===== config.mk =====
export PLATFORM = sky130hd
export DESIGN_NAME = packet_inject_scheduler_flat
export DESIGN_NICKNAME = d
export VERILOG_FILES = /design/src/rtl/packet_inject_scheduler_if.sv /design/src/rtl/packet_inject_scheduler.sv /design/src/flat_wrapper.sv
export SDC_FILE = /design/constraint.sdc
export NUM_CORES = 1
export LEC_CHECK = 0
export ABC_AREA = 0
export BUFFER_PORTS_ARGS = -buffer_cell sky130_fd_sc_hd__buf_4
export CAP_MARGIN = 20
export CORE_MARGIN = 1.5
export CORE_UTILIZATION = 54
export DETAILED_ROUTE_END_ITERATION = 10
export PLACE_DENSITY = 0.77
export SYNTH_ARGS = -nofsm -noshare
export SYNTH_HDL_FRONTEND = slang
export SYNTH_SLANG_ARGS = --single-unit

===== constraint.sdc =====
create_clock -name clk -period 4.23 [get_ports clk]
set_clock_uncertainty 0.2 [all_clocks]
set_input_delay 0.6345 -clock clk [delete_from_list [all_inputs] [get_ports clk]]
set_output_delay 0.6345 -clock clk [all_outputs]
set_load 0.01 [all_outputs]

===== src/rtl/packet_inject_scheduler_if.sv =====
// Injection channel between the scheduler and a NoC router port.
//   inj_valid  : packet offered on inj_router/inj_packet
//   inj_ready  : target router accepts the offered packet
//   inj_router : destination router index
//   inj_packet : {valid flag, payload}
//   dlv_valid  : single-cycle delivery report from the network
// master = scheduler side, slave = network side.
interface packet_inject_scheduler_if #(
   parameter int unsigned BIT = 5,
   parameter int unsigned N2  = 13
);
   logic           inj_valid;
   logic           inj_ready;
   logic [BIT-1:0] inj_router;
   logic [N2-1:0]  inj_packet;
   logic           dlv_valid;

   modport master (
      output inj_valid,
      output inj_router,
      output inj_packet,
      input  inj_ready,
      input  dlv_valid
   );

   modport slave (
      input  inj_valid,
      input  inj_router,
      input  inj_packet,
      output inj_ready,
      output dlv_valid
   );
endinterface


===== src/rtl/packet_inject_scheduler.sv =====
// Board-level injection controller for the NoC test harness. Keys edit a destination router and a
// payload; key_send queues the pair in a small FIFO. Queued requests are issued one at a time over
// a valid/ready handshake, then the block waits for a delivery report or a timeout.
// Ports:
//   clk, rst                 : clock, asynchronous active-high reset
//   sw_sel_data/router       : choose which field(s) key_inc/key_dec edit
//   key_inc/key_dec/key_send : synchronised key levels, acted on at rising edge
//   inj                      : injection channel (master modport)
//   cur_data, cur_router     : fields currently being edited
//   fifo_full, overflow      : FIFO full, sticky dropped-send flag
//   busy                     : FSM active or requests pending
//   delivered_cnt/timeout_cnt: saturating outcome counters
module packet_inject_scheduler #(
   parameter int unsigned N_ROUTERS  = 25,
   parameter int unsigned BIT        = 5,
   parameter int unsigned N2         = 13,
   parameter int unsigned FIFO_DEPTH = 4,
   parameter int unsigned TIMEOUT    = 255
) (
   input  logic                          clk,
   input  logic                          rst,
   input  logic                          sw_sel_data,
   input  logic                          sw_sel_router,
   input  logic                          key_inc,
   input  logic                          key_dec,
   input  logic                          key_send,
   packet_inject_scheduler_if.master     inj,
   output logic [N2-2:0]                 cur_data,
   output logic [BIT-1:0]                cur_router,
   output logic                          fifo_full,
   output logic                          overflow,
   output logic                          busy,
   output logic [7:0]                    delivered_cnt,
   output logic [7:0]                    timeout_cnt
);

   localparam int unsigned PW      = N2 - 1;
   localparam int unsigned PTR_W   = $clog2(FIFO_DEPTH);
   localparam int unsigned CNT_W   = PTR_W + 1;
   localparam int unsigned TMR_W   = $clog2(TIMEOUT + 1);
   localparam int unsigned ENTRY_W = BIT + PW;

   typedef enum logic [1:0] {StIdle, StIssue, StWait} state_e;

   // key history and edge detection
   logic inc_q, dec_q, send_q;
   logic inc_edge, dec_edge, send_edge;
   logic step_up, step_dn;

   // edited fields
   logic [PW-1:0]  cur_data_q, cur_data_d;
   logic [BIT-1:0] cur_router_q, cur_router_d;

   // request FIFO
   logic [ENTRY_W-1:0] fifo_mem [FIFO_DEPTH];
   logic [PTR_W-1:0]   wr_ptr_q, rd_ptr_q;
   logic [CNT_W-1:0]   count_q, count_d;
   logic               full, empty, push, pop;
   logic [ENTRY_W-1:0] head;

   // FSM and issue registers
   state_e         state_q, state_d;
   logic [TMR_W-1:0] timer_q, timer_d;
   logic [BIT-1:0] issue_router_q;
   logic [PW-1:0]  issue_data_q;
   logic           dlv_inc, tmo_inc;
   logic           overflow_q;
   logic [7:0]     dlv_cnt_q, tmo_cnt_q;

   assign inc_edge  = key_inc & ~inc_q;
   assign dec_edge  = key_dec & ~dec_q;
   assign send_edge = key_send & ~send_q;
   // simultaneous inc and dec edges cancel
   assign step_up   = inc_edge & ~dec_edge;
   assign step_dn   = dec_edge & ~inc_edge;

   always_comb begin
      cur_data_d   = cur_data_q;
      cur_router_d = cur_router_q;
      if (sw_sel_data) begin
         if (step_up) cur_data_d = cur_data_q + 1'b1;
         else if (step_dn) cur_data_d = cur_data_q - 1'b1;
      end
      if (sw_sel_router) begin
         if (step_up) begin
            cur_router_d = (cur_router_q == BIT'(N_ROUTERS - 1)) ? '0 : cur_router_q + 1'b1;
         end else if (step_dn) begin
            cur_router_d = (cur_router_q == '0) ? BIT'(N_ROUTERS - 1) : cur_router_q - 1'b1;
         end
      end
   end

   // Fullness is judged at the start of the cycle, so a pop in the same cycle does not make room.
   assign full  = (count_q == CNT_W'(FIFO_DEPTH));
   assign empty = (count_q == '0);
   assign push  = send_edge & ~full;
   assign pop   = (state_q == StIdle) & ~empty;
   assign head  = fifo_mem[rd_ptr_q];

   always_comb begin
      count_d = count_q;
      unique case ({push, pop})
         2'b10:   count_d = count_q + 1'b1;
         2'b01:   count_d = count_q - 1'b1;
         default: count_d = count_q;
      endcase
   end

   always_comb begin
      state_d = state_q;
      timer_d = timer_q;
      dlv_inc = 1'b0;
      tmo_inc = 1'b0;
      unique case (state_q)
         StIdle: begin
            if (!empty) state_d = StIssue;
         end
         StIssue: begin
            if (inj.inj_ready) begin
               state_d = StWait;
               timer_d = '0;
            end
         end
         StWait: begin
            // a delivery report wins over a coincident timeout
            if (inj.dlv_valid) begin
               dlv_inc = 1'b1;
               state_d = StIdle;
            end else if (timer_q == TMR_W'(TIMEOUT)) begin
               tmo_inc = 1'b1;
               state_d = StIdle;
            end else begin
               timer_d = timer_q + 1'b1;
            end
         end
         default: state_d = StIdle;
      endcase
   end

   always_ff @(posedge clk or posedge rst) begin
      if (rst) begin
         inc_q        <= 1'b0;
         dec_q        <= 1'b0;
         send_q       <= 1'b0;
         cur_data_q   <= '0;
         cur_router_q <= '0;
      end else begin
         inc_q        <= key_inc;
         dec_q        <= key_dec;
         send_q       <= key_send;
         cur_data_q   <= cur_data_d;
         cur_router_q <= cur_router_d;
      end
   end

   always_ff @(posedge clk or posedge rst) begin
      if (rst) begin
         for (int unsigned i = 0; i < FIFO_DEPTH; i++) fifo_mem[i] <= '0;
         wr_ptr_q   <= '0;
         rd_ptr_q   <= '0;
         count_q    <= '0;
         overflow_q <= 1'b0;
      end else begin
         if (push) begin
            fifo_mem[wr_ptr_q] <= {cur_router_q, cur_data_q};
            wr_ptr_q           <= wr_ptr_q + 1'b1;
         end
         if (pop) rd_ptr_q <= rd_ptr_q + 1'b1;
         count_q <= count_d;
         if (send_edge && full) overflow_q <= 1'b1;
      end
   end

   always_ff @(posedge clk or posedge rst) begin
      if (rst) begin
         state_q        <= StIdle;
         timer_q        <= '0;
         issue_router_q <= '0;
         issue_data_q   <= '0;
         dlv_cnt_q      <= '0;
         tmo_cnt_q      <= '0;
      end else begin
         state_q <= state_d;
         timer_q <= timer_d;
         if (pop) begin
            issue_router_q <= head[ENTRY_W-1:PW];
            issue_data_q   <= head[PW-1:0];
         end
         if (dlv_inc && dlv_cnt_q != 8'hFF) dlv_cnt_q <= dlv_cnt_q + 1'b1;
         if (tmo_inc && tmo_cnt_q != 8'hFF) tmo_cnt_q <= tmo_cnt_q + 1'b1;
      end
   end

   assign inj.inj_valid  = (state_q == StIssue);
   assign inj.inj_router = inj.inj_valid ? issue_router_q : '0;
   assign inj.inj_packet = inj.inj_valid ? {1'b1, issue_data_q} : '0;

   assign cur_data      = cur_data_q;
   assign cur_router    = cur_router_q;
   assign fifo_full     = full;
   assign overflow      = overflow_q;
   assign busy          = (state_q != StIdle) | ~empty;
   assign delivered_cnt = dlv_cnt_q;
   assign timeout_cnt   = tmo_cnt_q;

endmodule


===== src/flat_wrapper.sv =====
// flat-port wrapper written by rule: the top's interface ports become plain ports
module packet_inject_scheduler_flat 
#(
   parameter int unsigned N_ROUTERS  = 25,
   parameter int unsigned BIT        = 5,
   parameter int unsigned N2         = 13,
   parameter int unsigned FIFO_DEPTH = 4,
   parameter int unsigned TIMEOUT    = 255
)
  (clk, rst, sw_sel_data, sw_sel_router, key_inc, key_dec, key_send, cur_data, cur_router, fifo_full, overflow, busy, delivered_cnt, timeout_cnt, inj_inj_valid, inj_inj_router, inj_inj_packet, inj_inj_ready, inj_dlv_valid);
  packet_inject_scheduler_if #(.BIT(BIT), .N2(N2)) inj_i ();
  input  logic clk;
  input  logic rst;
  input  logic sw_sel_data;
  input  logic sw_sel_router;
  input  logic key_inc;
  input  logic key_dec;
  input  logic key_send;
  output logic [N2-2:0] cur_data;
  output logic [BIT-1:0] cur_router;
  output logic fifo_full;
  output logic overflow;
  output logic busy;
  output logic [7:0] delivered_cnt;
  output logic [7:0] timeout_cnt;
  output wire logic [$bits(inj_i.inj_valid)-1:0] inj_inj_valid;
  output wire logic [$bits(inj_i.inj_router)-1:0] inj_inj_router;
  output wire logic [$bits(inj_i.inj_packet)-1:0] inj_inj_packet;
  input wire logic [$bits(inj_i.inj_ready)-1:0] inj_inj_ready;
  input wire logic [$bits(inj_i.dlv_valid)-1:0] inj_dlv_valid;
  assign inj_inj_valid = inj_i.inj_valid;
  assign inj_inj_router = inj_i.inj_router;
  assign inj_inj_packet = inj_i.inj_packet;
  assign inj_i.inj_ready = inj_inj_ready;
  assign inj_i.dlv_valid = inj_dlv_valid;
  packet_inject_scheduler #(.N_ROUTERS(N_ROUTERS), .BIT(BIT), .N2(N2), .FIFO_DEPTH(FIFO_DEPTH), .TIMEOUT(TIMEOUT)) u_core (.clk(clk), .rst(rst), .sw_sel_data(sw_sel_data), .sw_sel_router(sw_sel_router), .key_inc(key_inc), .key_dec(key_dec), .key_send(key_send), .inj(inj_i), .cur_data(cur_data), .cur_router(cur_router), .fifo_full(fifo_full), .overflow(overflow), .busy(busy), .delivered_cnt(delivered_cnt), .timeout_cnt(timeout_cnt));
endmodule

==> flow_summary_export.csv, run 1 <==
group,metric,value,unit
status,outcome,"completed",
worst_setup_path,rrSetupSlack,1160,ps
job,drv_cap,0,
worst_setup_path,crit_chain,"nor2b_1 -> buf_4 -> and2_1 -> buf_4",
synthesis,synth_area_per_cell,12.5,sq um
cells_and_area,num_antenna_cells,0,
grt,met2_usage,0.361,
pwr,p_sw_frac,0.341,
worst_setup_path,cpPeakStageDelay,730,ps
synthesis,syn_nets,581,
routing,drcViolationCount,0,
min_path,hold_class,"in2reg",
cts,hold_buffers,0,
routing,wl_per_cell,17.0,microns
cts,cts_buffers,17,
sta,setup_viol,0,
cts,cts_resized,0,
worst_setup_path,end_kind,"primary output",
cts,path_clk_slew,50,ps
sta,max_slew_margin,0.384,
cells_and_area,layout.nets,645,
floorplan,fp.dieArea,0.0133,sq mm
floorplan,core,0.0122,sq mm
sta,fmax,324,MHz
synthesis,synth_common_cells,"dfrtp_1, mux2_2, nand2_1",
worst_setup_path,crit_type,"reg2out",
cells_and_area,drive_above_1_share,0.336,
routing,vias,4437,
synthesis,synthAdderAreaFrac,0.0500,
sta,fin_tns_setup,0,ps
pwr,p_comb_frac,0.387,
cts,cts.sinks,139,
cells_and_area,multiInputGateArea,0.00313,sq mm
worst_setup_path,critPathLaunchType,"register",
synthesis,yosys.area_share.simple,0.106,
cts,cts-htree-levels,4,
worst_setup_path,r2r-start,"u_core.inc_q",
cts,root_buffer,"clkbuf_16",
worst_setup_path,critical-path-slowest-cell,"nor2b_1",
pwr,internal_power,0.00398,W
synthesis,synth_most_common_cell,"dfrtp_1",
cells_and_area,utilization,0.653,
grt,antenna_found_initial,0,
pwr,clkPwrFrac,0.223,
synthesis,synth_top_area_cell,"dfrtp_1",
routing,drt_iter0_markers,200,
worst_setup_path,cp-startpoint,"u_core.state_q[1]",
place,place.detailed.hpwl,8930,microns
synthesis,synth-xor-area-share,0.0386,
routing,ant_nets,0,
sta,post-route-min-period,3080,ps
cts,clockBufferDepth,2,
floorplan,die_y,115,microns
grt,grt_pass1_wl,22600,microns
routing,viasPerCell,5.62,
synthesis,syn_area,0.00681,sq mm
sta,tightest_slew,921,ps
sta,hold_slack,138,ps
synthesis,ys_types,52,
worst_setup_path,path_max_fanout,12,
grt,met3_usage,0.0490,
synthesis,synth_top_family_by_area,"multiplexers",
grt,grt_pass1_vias,4591,
pwr,switchingPower,0.00206,W
synthesis,synth_edf_count,0,
worst_setup_path,cpMostUsedCell,"buf_4",
synthesis,muxShareOfSynthArea,0.204,
synthesis,yosys.area.top_type_share,0.511,
place,io_buffers,63,
synthesis,yosys_warnings,0,
cells_and_area,seqCellArea,0.00348,sq mm
synthesis,synth_ff_type,"dfrtp_1",
cells_and_area,fillers,936,
worst_setup_path,required,3400,ps
place,gp_congestion,0.888,
grt,top_usage_layer,"met2",
synthesis,ys_seq_area_frac,0.511,
worst_setup_path,cp_data_arrival_time,2250,ps
floorplan,die_w,115,microns
pwr,leakage,3.64,nW
cts,cts_tree,"done",
synthesis,synthCells,546,
cts,cts_setup_buffers,0,
pwr,irDropWorstVdd,0.424,mV
routing,routed_wl,13400,microns
cts,clk_latency,410,ps
routing,firstDrtPassIters,4,
grt,grt_util_all_layers,0.223,
sta,grt_setup_unrepaired,"no",
floorplan,rows,40,
cells_and_area,area_growth,16.7,%
grt,gr-total-overflow,0,
min_path,hp-start,"key_inc",
synthesis,async_flop_share,1.00,
sta,drv_slew,0,
sta,hold_violations,0,
pwr,p_per_area,760,mW/mm^2
sta,period_share,0.729,
floorplan,num_io_pins,64,
grt,use_met1,0.293,
floorplan,initial_core_util,0.560,
pwr,seqPwrFrac,0.390,
synthesis,ys_ff_latch,139,
synthesis,synth-compound-area-share,0.0606,
grt,grt_max_degree,71,
synthesis,synthTopCellsByArea,"dfrtp_1, mux2_2, mux4_2",
power by group through the flow:
stage | sequential [W] | clock [W] | combinational, W
after global placement | 0.00233 | 0 | 0.00224
final | 0.00236 | 0.00135 | 0.00233
after CTS | 0.00235 | 0.00138 | 0.00236
after floorplan | 0.00218 | 0 | 0.00178
after global routing | 0.00243 | 0.00144 | 0.00257
after detailed placement | 0.00237 | 0 | 0.00234
registers in the layout, indices dropped and copies added, names as in the netlist, 5 cells and up:
name / count
u_core.timeout_cnt: 8
u_core.issue_router_q: 5
u_core.fifo_mem: 68
u_core.cur_router: 5
u_core.delivered_cnt: 8
u_core.timer_q: 8
u_core.issue_data_q: 12
u_core.cur_data: 12
kinds of logic after synthesis:
family | Yosys count
buffers and inverters | 43
multiplexers | 107
flip-flops | 139
AND/OR/NAND/NOR | 134
XOR/XNOR | 30
adder cells (fa/ha/maj) | 26
AO/OA/AOI/OAI | 67
worst max-delay path: cells and delay by family, from the launching register on:
| family | cells | cell delay (ps) |
|---|---|---|
| buf+inv | 2 | 460 |
| flops | 1 | 420 |
| simple gates | 2 | 940 |
area by class of cell:
cell class                 instances  share of cell area
multi-input combinational        364               0.394
clock buffer                      23              0.0589
tap                              168              0.0265
inverter                          20             0.00992
clock inverter                     8             0.00882
sequential                       139               0.438
timing repair buffer              68              0.0639
path summary, 6_finish.rpt:
path,depth (start not counted),endpoint
worst max-delay path,4,inj_inj_packet[9]
worst min-delay path,1,u_core.inc_q
worst max register to register,9,u_core.cur_data[9]
worst min register to register,1,u_core.overflow
max in group asynchronous,3,u_core.fifo_mem[62]
min in group asynchronous,3,u_core.delivered_cnt[2]
placed cells by master, fill, tap and decap left out, types with 18 or more instances in the layout:
master / netlist / routed
o21ai_0: 23 / 23
inv_1: 19 / 18
and2_1: 22 / 22
ha_1: 24 / 24
mux2_2: 87 / 87
dfrtp_1: 139 / 139
xnor2_1: 22 / 22
buf_4: 1 / 67
nand2_1: 32 / 32
per-stage QoR:
step	cells	total power [W]	setup slack, ps	cell area (sq um)
final	790	0.00604	1150	7950
after global routing	790	0.00645	911	7950
after CTS	789	0.00608	1160	7940
after detailed placement	758	0.00471	791	7400
after global placement	758	0.00457	905	7400
after floorplan	546	0.00396	1430	6810
per-layer routing:
metal | vias to the layer above | routed length, microns
li1 | 2081 | -
met1 | 2238 | 6090
met2 | 103 | 6610
met3 | 15 | 540
met4 | 0 | 150
met5 | - | 0
No activity file was read; power rests on OpenSTA's default activity.
==> run 2: changes to the inputs <==
==> constraint.sdc (replaced) <==
create_clock -name clk -period 2.6 [get_ports clk]
set_clock_uncertainty 0.2 [all_clocks]
set_input_delay 0.39 -clock clk [delete_from_list [all_inputs] [get_ports clk]]
set_output_delay 0.39 -clock clk [all_outputs]
set_load 0.01 [all_outputs]
==> run 2 against run 1 <==
Effect of this change: clock-buffer cell count fell by 1; sequential power rose by 59%; global-route usage rose by 0.29 points; non-clock buffer count rose by 23; sequential cell count did not move; worst setup slack got worse by 1000 ps; core utilization rose by 2.2 points; wire length rose by 2.0%; critical path type is now reg2reg; critical endpoint is now u_core.cur_data[10]; largest cell class unchanged; highest routed layer unchanged.
==> flow_summary_export.csv, run 2 (synthesized netlist as in run 1, its figures left out) <==
group,metric,value,unit
sta,setup_viol,0,
grt,grt_util_all_layers,0.226,
routing,ant_nets,0,
cells_and_area,layout.nets,668,
routing,viasPerCell,5.61,
floorplan,fp.dieArea,0.0133,sq mm
sta,fin_tns_setup,0,ps
grt,grt_max_degree,107,
routing,drt_iter0_markers,298,
cts,cts-htree-levels,4,
status,outcome,"completed",
pwr,p_sw_frac,0.332,
sta,max_slew_margin,0.618,
floorplan,rows,40,
place,place_ws,-97.7,ps
pwr,clkPwrFrac,0.236,
cells_and_area,final_common_cell,"dfrtp_1",
cells_and_area,layout_common_cells,"dfrtp_1, mux2_2, buf_4, nand2_1, ha_1",
pwr,switchingPower,0.00341,W
sta,hold_violations,0,
place,dpl-instance-area,0.00755,sq mm
worst_setup_path,crit_type,"reg2reg",
pwr,internal_power,0.00685,W
pwr,seqPwrFrac,0.366,
cells_and_area,largest_reg_flops,68,
cells_and_area,stdcell_area,0.00821,sq mm
worst_setup_path,end_kind,"register",
cts,path_clk_slew,60,ps
place,place.detailed.hpwl,9040,microns
worst_setup_path,cp_data_arrival_time,2550,ps
sta,fmax,407,MHz
routing,firstDrtPassIters,4,
floorplan,num_io_pins,64,
routing,routed_wl,13700,microns
floorplan,die_w,115,microns
cells_and_area,stdcell_count,812,
sta,drv_slew,0,
cts,clk_latency,420,ps
floorplan,die_y,115,microns
sta,period_share,0.944,
grt,gr-total-overflow,0,
pwr,p_comb_frac,0.398,
place,gp_congestion,0.850,
worst_setup_path,critPathLaunchType,"register",
pwr,irDropWorstVdd,0.680,mV
cells_and_area,area_growth,20.6,%
pwr,leakage,3.78,nW
cells_and_area,num_antenna_cells,0,
cts,cts_tree,"done",
grt,antenna_found_initial,0,
worst_setup_path,path_max_fanout,11,
place,dp_cells,776,
job,drv_cap,0,
grt,grt_pass1_vias,4648,
floorplan,initial_core_util,0.560,
worst_setup_path,rrSetupSlack,150,ps
grt,grt_pass1_wl,22800,microns
routing,drcViolationCount,0,
min_path,hold_class,"in2reg",
cts,root_buffer,"clkbuf_16",
floorplan,core,0.0122,sq mm
worst_setup_path,required,2700,ps
routing,wl_per_cell,16.8,microns
cells_and_area,top_register,"u_core.fifo_mem",
cts,cts.sinks,139,
pwr,finalPower,0.0103,W
routing,vias,4553,
sta,tightest_slew,573,ps
cts,cts_buffers,17,
place,io_buffers,63,
cts,clockBufferDepth,2,
pwr,p_per_area,1250,mW/mm^2
sta,finalWorstSetupSlack,145,ps
cells_and_area,drive_above_1_share,0.360,
sta,post-route-min-period,2450,ps
[run 2: changes by cell type in the layout (fill, tap and decap cells not counted), sizes merged]
| cell | change |
|---|---|
| dlygate4sd3 | +5 |
| clkinvlp | -1 |
| bufinv | +2 |
| clkbuf | -2 |
| clkinv | -1 |
| buf | +19 |
[run 2: worst paths after layout]
kind / from / depth (start not counted) / endpoint
min reg2reg: u_core.overflow / 1 / u_core.overflow
min: sw_sel_data / 4 / u_core.cur_data[11]
min in group asynchronous: rst / 4 / u_core.fifo_mem[53]
max reg2reg: u_core.dec_q / 9 / u_core.cur_data[10]
max: u_core.dec_q / 9 / u_core.cur_data[10]
max in group asynchronous: rst / 4 / u_core.fifo_mem[48]
[run 2: per-stage QoR]
stage / utilization / hold slack [ps]
5_1_grt: 0.675 / 208
3_5_place_dp: 0.621 / 260
6_report: 0.675 / 182
4_1_cts: 0.674 / 166
2_1_floorplan: - / 221
3_3_place_gp: 0.621 / 254
[run 2: cell type report]
type	instances	area, sq um
Inverter	20	78.8
Multi-Input combinational cell	364	3140
Clock inverter	8	118
Sequential cell	139	3480
Clock buffer	22	474
Tap cell	168	210
Timing Repair Buffer	91	708
Fill cell	897	3950
[run 2: metal layers]
layer  routed length [microns]  global-route usage  vias to the layer above  share of wire
li1                          -                   -                     2122              -
met1                      6070               0.287                     2292           0.44
met2                      6730               0.372                      114           0.49
met3                       618              0.0590                       25          0.045
met4                       248              0.0905                        0          0.018
met5                         0                   0                        -              0
[run 2: worst max-delay path: stages (launching register included)]
cell and delay [ps]:
dfrtp_1 360, nand2b_1 140, ha_2 180, buf_4 170, fa_1 390, nand3b_1 220
a21boi_2 160, o31a_1 230, mux2i_1 200, nand3_1 90
[run 2: repair_timing]
item | 4_1_cts | 5_1_grt
endpoints found under the hold margin | 143 | 0
buffers inserted | 0 | 1
gates resized for setup | 0 | 8
endpoints found under the setup margin | 0 | 5
hold buffers | 5 | 0
[run 2: power groups by stage]
stage | clock [W] | sequential (W) | combinational (W)
CTS | 0.00247 | 0.00375 | 0.00408
global placement | 0 | 0.00369 | 0.00389
detailed placement | 0 | 0.00377 | 0.00404
global route | 0.00255 | 0.00387 | 0.00449
finish | 0.00242 | 0.00376 | 0.00408
floorplan | 0 | 0.00355 | 0.00290
==> run 3: changes to the inputs <==
--- a/config.mk
+++ b/config.mk
@@ -9,9 +9,8 @@
 export BUFFER_PORTS_ARGS = -buffer_cell sky130_fd_sc_hd__buf_4
 export CAP_MARGIN = 20
 export CORE_MARGIN = 1.5
-export CORE_UTILIZATION = 54
+export CORE_UTILIZATION = 40
 export DETAILED_ROUTE_END_ITERATION = 10
-export PLACE_DENSITY = 0.77
 export SYNTH_ARGS = -nofsm -noshare
 export SYNTH_HDL_FRONTEND = slang
 export SYNTH_SLANG_ARGS = --single-unit
==> run 3 against run 2 <==
Effect of this change: sequential power is essentially flat; via count fell by 1.5%; critical path depth increased by 2; largest cell class unchanged; largest power group unchanged; highest routed layer unchanged.
==> flow_summary_export.csv, run 3 (synthesized netlist as in run 1, its figures left out) <==
group,metric,value,unit
pwr,p_per_area,1240,mW/mm^2
pwr,internal_power,0.00686,W
worst_setup_path,rrSetupSlack,50,ps
cells_and_area,num_antenna_cells,0,
place,gp_congestion,0.836,
sta,post-route-min-period,2550,ps
routing,wl_per_cell,16.2,microns
cts,cts-htree-levels,4,
worst_setup_path,end_kind,"register",
cells_and_area,utilization,0.500,
sta,max_slew_margin,0.638,
worst_setup_path,required,2680,ps
floorplan,rows,47,
floorplan,initial_core_util,0.411,
grt,grt_pass1_wl,23600,microns
pwr,irDropWorstVdd,0.586,mV
floorplan,num_io_pins,64,
worst_setup_path,cp_data_arrival_time,2620,ps
cells_and_area,area_growth,21.7,%
grt,grt_max_degree,97,
place,place.detailed.hpwl,9540,microns
cts,cts.sinks,139,
status,outcome,"completed",
routing,ant_nets,0,
worst_setup_path,cpPeakStageDelay,360,ps
pwr,seqPwrFrac,0.365,
cells_and_area,layout_common_cells,"dfrtp_1, mux2_2, buf_4, nand2_1, ha_1",
pwr,leakage,3.79,nW
routing,viasPerCell,5.18,
pwr,clkPwrFrac,0.237,
sta,drv_slew,0,
job,drv_cap,0,
cells_and_area,final_common_cell,"dfrtp_1",
routing,firstDrtPassIters,4,
sta,setup_viol,0,
min_path,hold_class,"in2reg",
worst_setup_path,crit_type,"reg2reg",
cells_and_area,largest_reg_flops,68,
cells_and_area,drive_above_1_share,0.361,
routing,routed_wl,14000,microns
routing,vias,4484,
pwr,p_sw_frac,0.330,
floorplan,die_w,133,microns
cts,clockBufferDepth,2,
cts,path_clk_slew,60,ps
routing,drt_iter0_markers,220,
floorplan,core,0.0166,sq mm
cts,root_buffer,"clkbuf_16",
sta,fmax,392,MHz
worst_setup_path,crit_chain,"nor2b_1 -> ha_1 -> inv_2 -> buf_4 -> ha_1 -> a21oi_2 -> a21boi_2 -> o31a_1 -> buf_4 -> nand4b_1 -> o211ai_1",
routing,drcViolationCount,0,
worst_setup_path,critical-path-slowest-cell,"dfrtp_1",
sta,hold_violations,0,
sta,period_share,0.980,
worst_setup_path,path_max_fanout,6,
grt,grt_pass1_vias,4713,
floorplan,fp.dieArea,0.0178,sq mm
floorplan,die_y,133,microns
sta,fin_tns_setup,0,ps
cells_and_area,top_register,"u_core.fifo_mem",
place,io_buffers,63,
cts,cts_tree,"done",
pwr,switchingPower,0.00339,W
cts,cts_buffers,17,
grt,gr-total-overflow,0,
worst_setup_path,critPathLaunchType,"register",
cts,clk_latency,410,ps
sta,tightest_slew,543,ps
cells_and_area,layout.nets,670,
grt,grt_util_all_layers,0.168,
grt,antenna_found_initial,0,
pwr,p_comb_frac,0.399,
run 3: changes by cell type in the layout (fill, tap and decap cells not counted), sizes merged:
cell	before	now
buf	86	88
run 3: cell type report:
| cell class | count | area (sq um) |
|---|---|---|
| Fill cell | 1484 | 8300 |
| Sequential cell | 139 | 3480 |
| Multi-Input combinational cell | 364 | 3140 |
| Timing Repair Buffer | 93 | 723 |
| Clock buffer | 22 | 474 |
| Tap cell | 220 | 275 |
| Clock inverter | 8 | 118 |
| Inverter | 20 | 78.8 |
run 3: worst max-delay path: cells and delay by family (launching register included):
family	cells	cell delay, ps
adders and majority gates	2	520
and+or+nand+nor	2	200
AOI/OAI and AO/OA	4	740
buffers and inverters	3	400
DFF	1	360
run 3: metal layers:
layer / global-route usage / routed length [microns] / vias up
met5: 0 / 0 / -
met1: 0.221 / 6520 / 2253
met4: 0.0441 / 114 / 0
met2: 0.274 / 6670 / 89
li1: - / - / 2131
met3: 0.0479 / 700 / 11
run 3: repair_timing:
action / in CTS / in global routing
hold buffers: 5 / 0
hold endpoints to repair: 100 / 0
gates resized for setup: 0 / 4
buffers inserted: 0 / 1
endpoints found under the setup margin: 0 / 5
run 3: path summary, 6_finish.rpt:
| check | end | depth (start not counted) | from |
|---|---|---|---|
| hold / removal | u_core.cur_data[11] | 4 | sw_sel_data |
| min in group asynchronous | u_core.fifo_mem[54] | 4 | rst |
| setup reg to reg | u_core.cur_data[8] | 11 | u_core.inc_q |
| setup / recovery | u_core.cur_data[8] | 11 | u_core.inc_q |
| hold reg to reg | u_core.count_q[2] | 1 | u_core.count_q[2] |
| max in group asynchronous | u_core.timeout_cnt[3] | 4 | rst |
run 3: metrics by stage:
stage	hold WS [ps]	cell area [sq um]	power, W	instances	worst slack, ps
CTS	165	8270	0.0103	865	4.21
detailed placement	280	7630	0.00787	830	-135
finish	177	8290	0.0102	866	51.7
floorplan	221	6810	0.00645	546	44.7
global placement	263	7630	0.00767	830	-31.2
global route	201	8290	0.0110	866	-19.9
run 3: power groups by stage:
| stage | Clock, W | Sequential [W] | Combinational [W] |
|---|---|---|---|
| global route | 0.00257 | 0.00388 | 0.00451 |
| floorplan | 0 | 0.00355 | 0.00290 |
| global placement | 0 | 0.00370 | 0.00397 |
| CTS | 0.00247 | 0.00374 | 0.00412 |
| finish | 0.00243 | 0.00374 | 0.00409 |
| detailed placement | 0 | 0.00377 | 0.00410 |
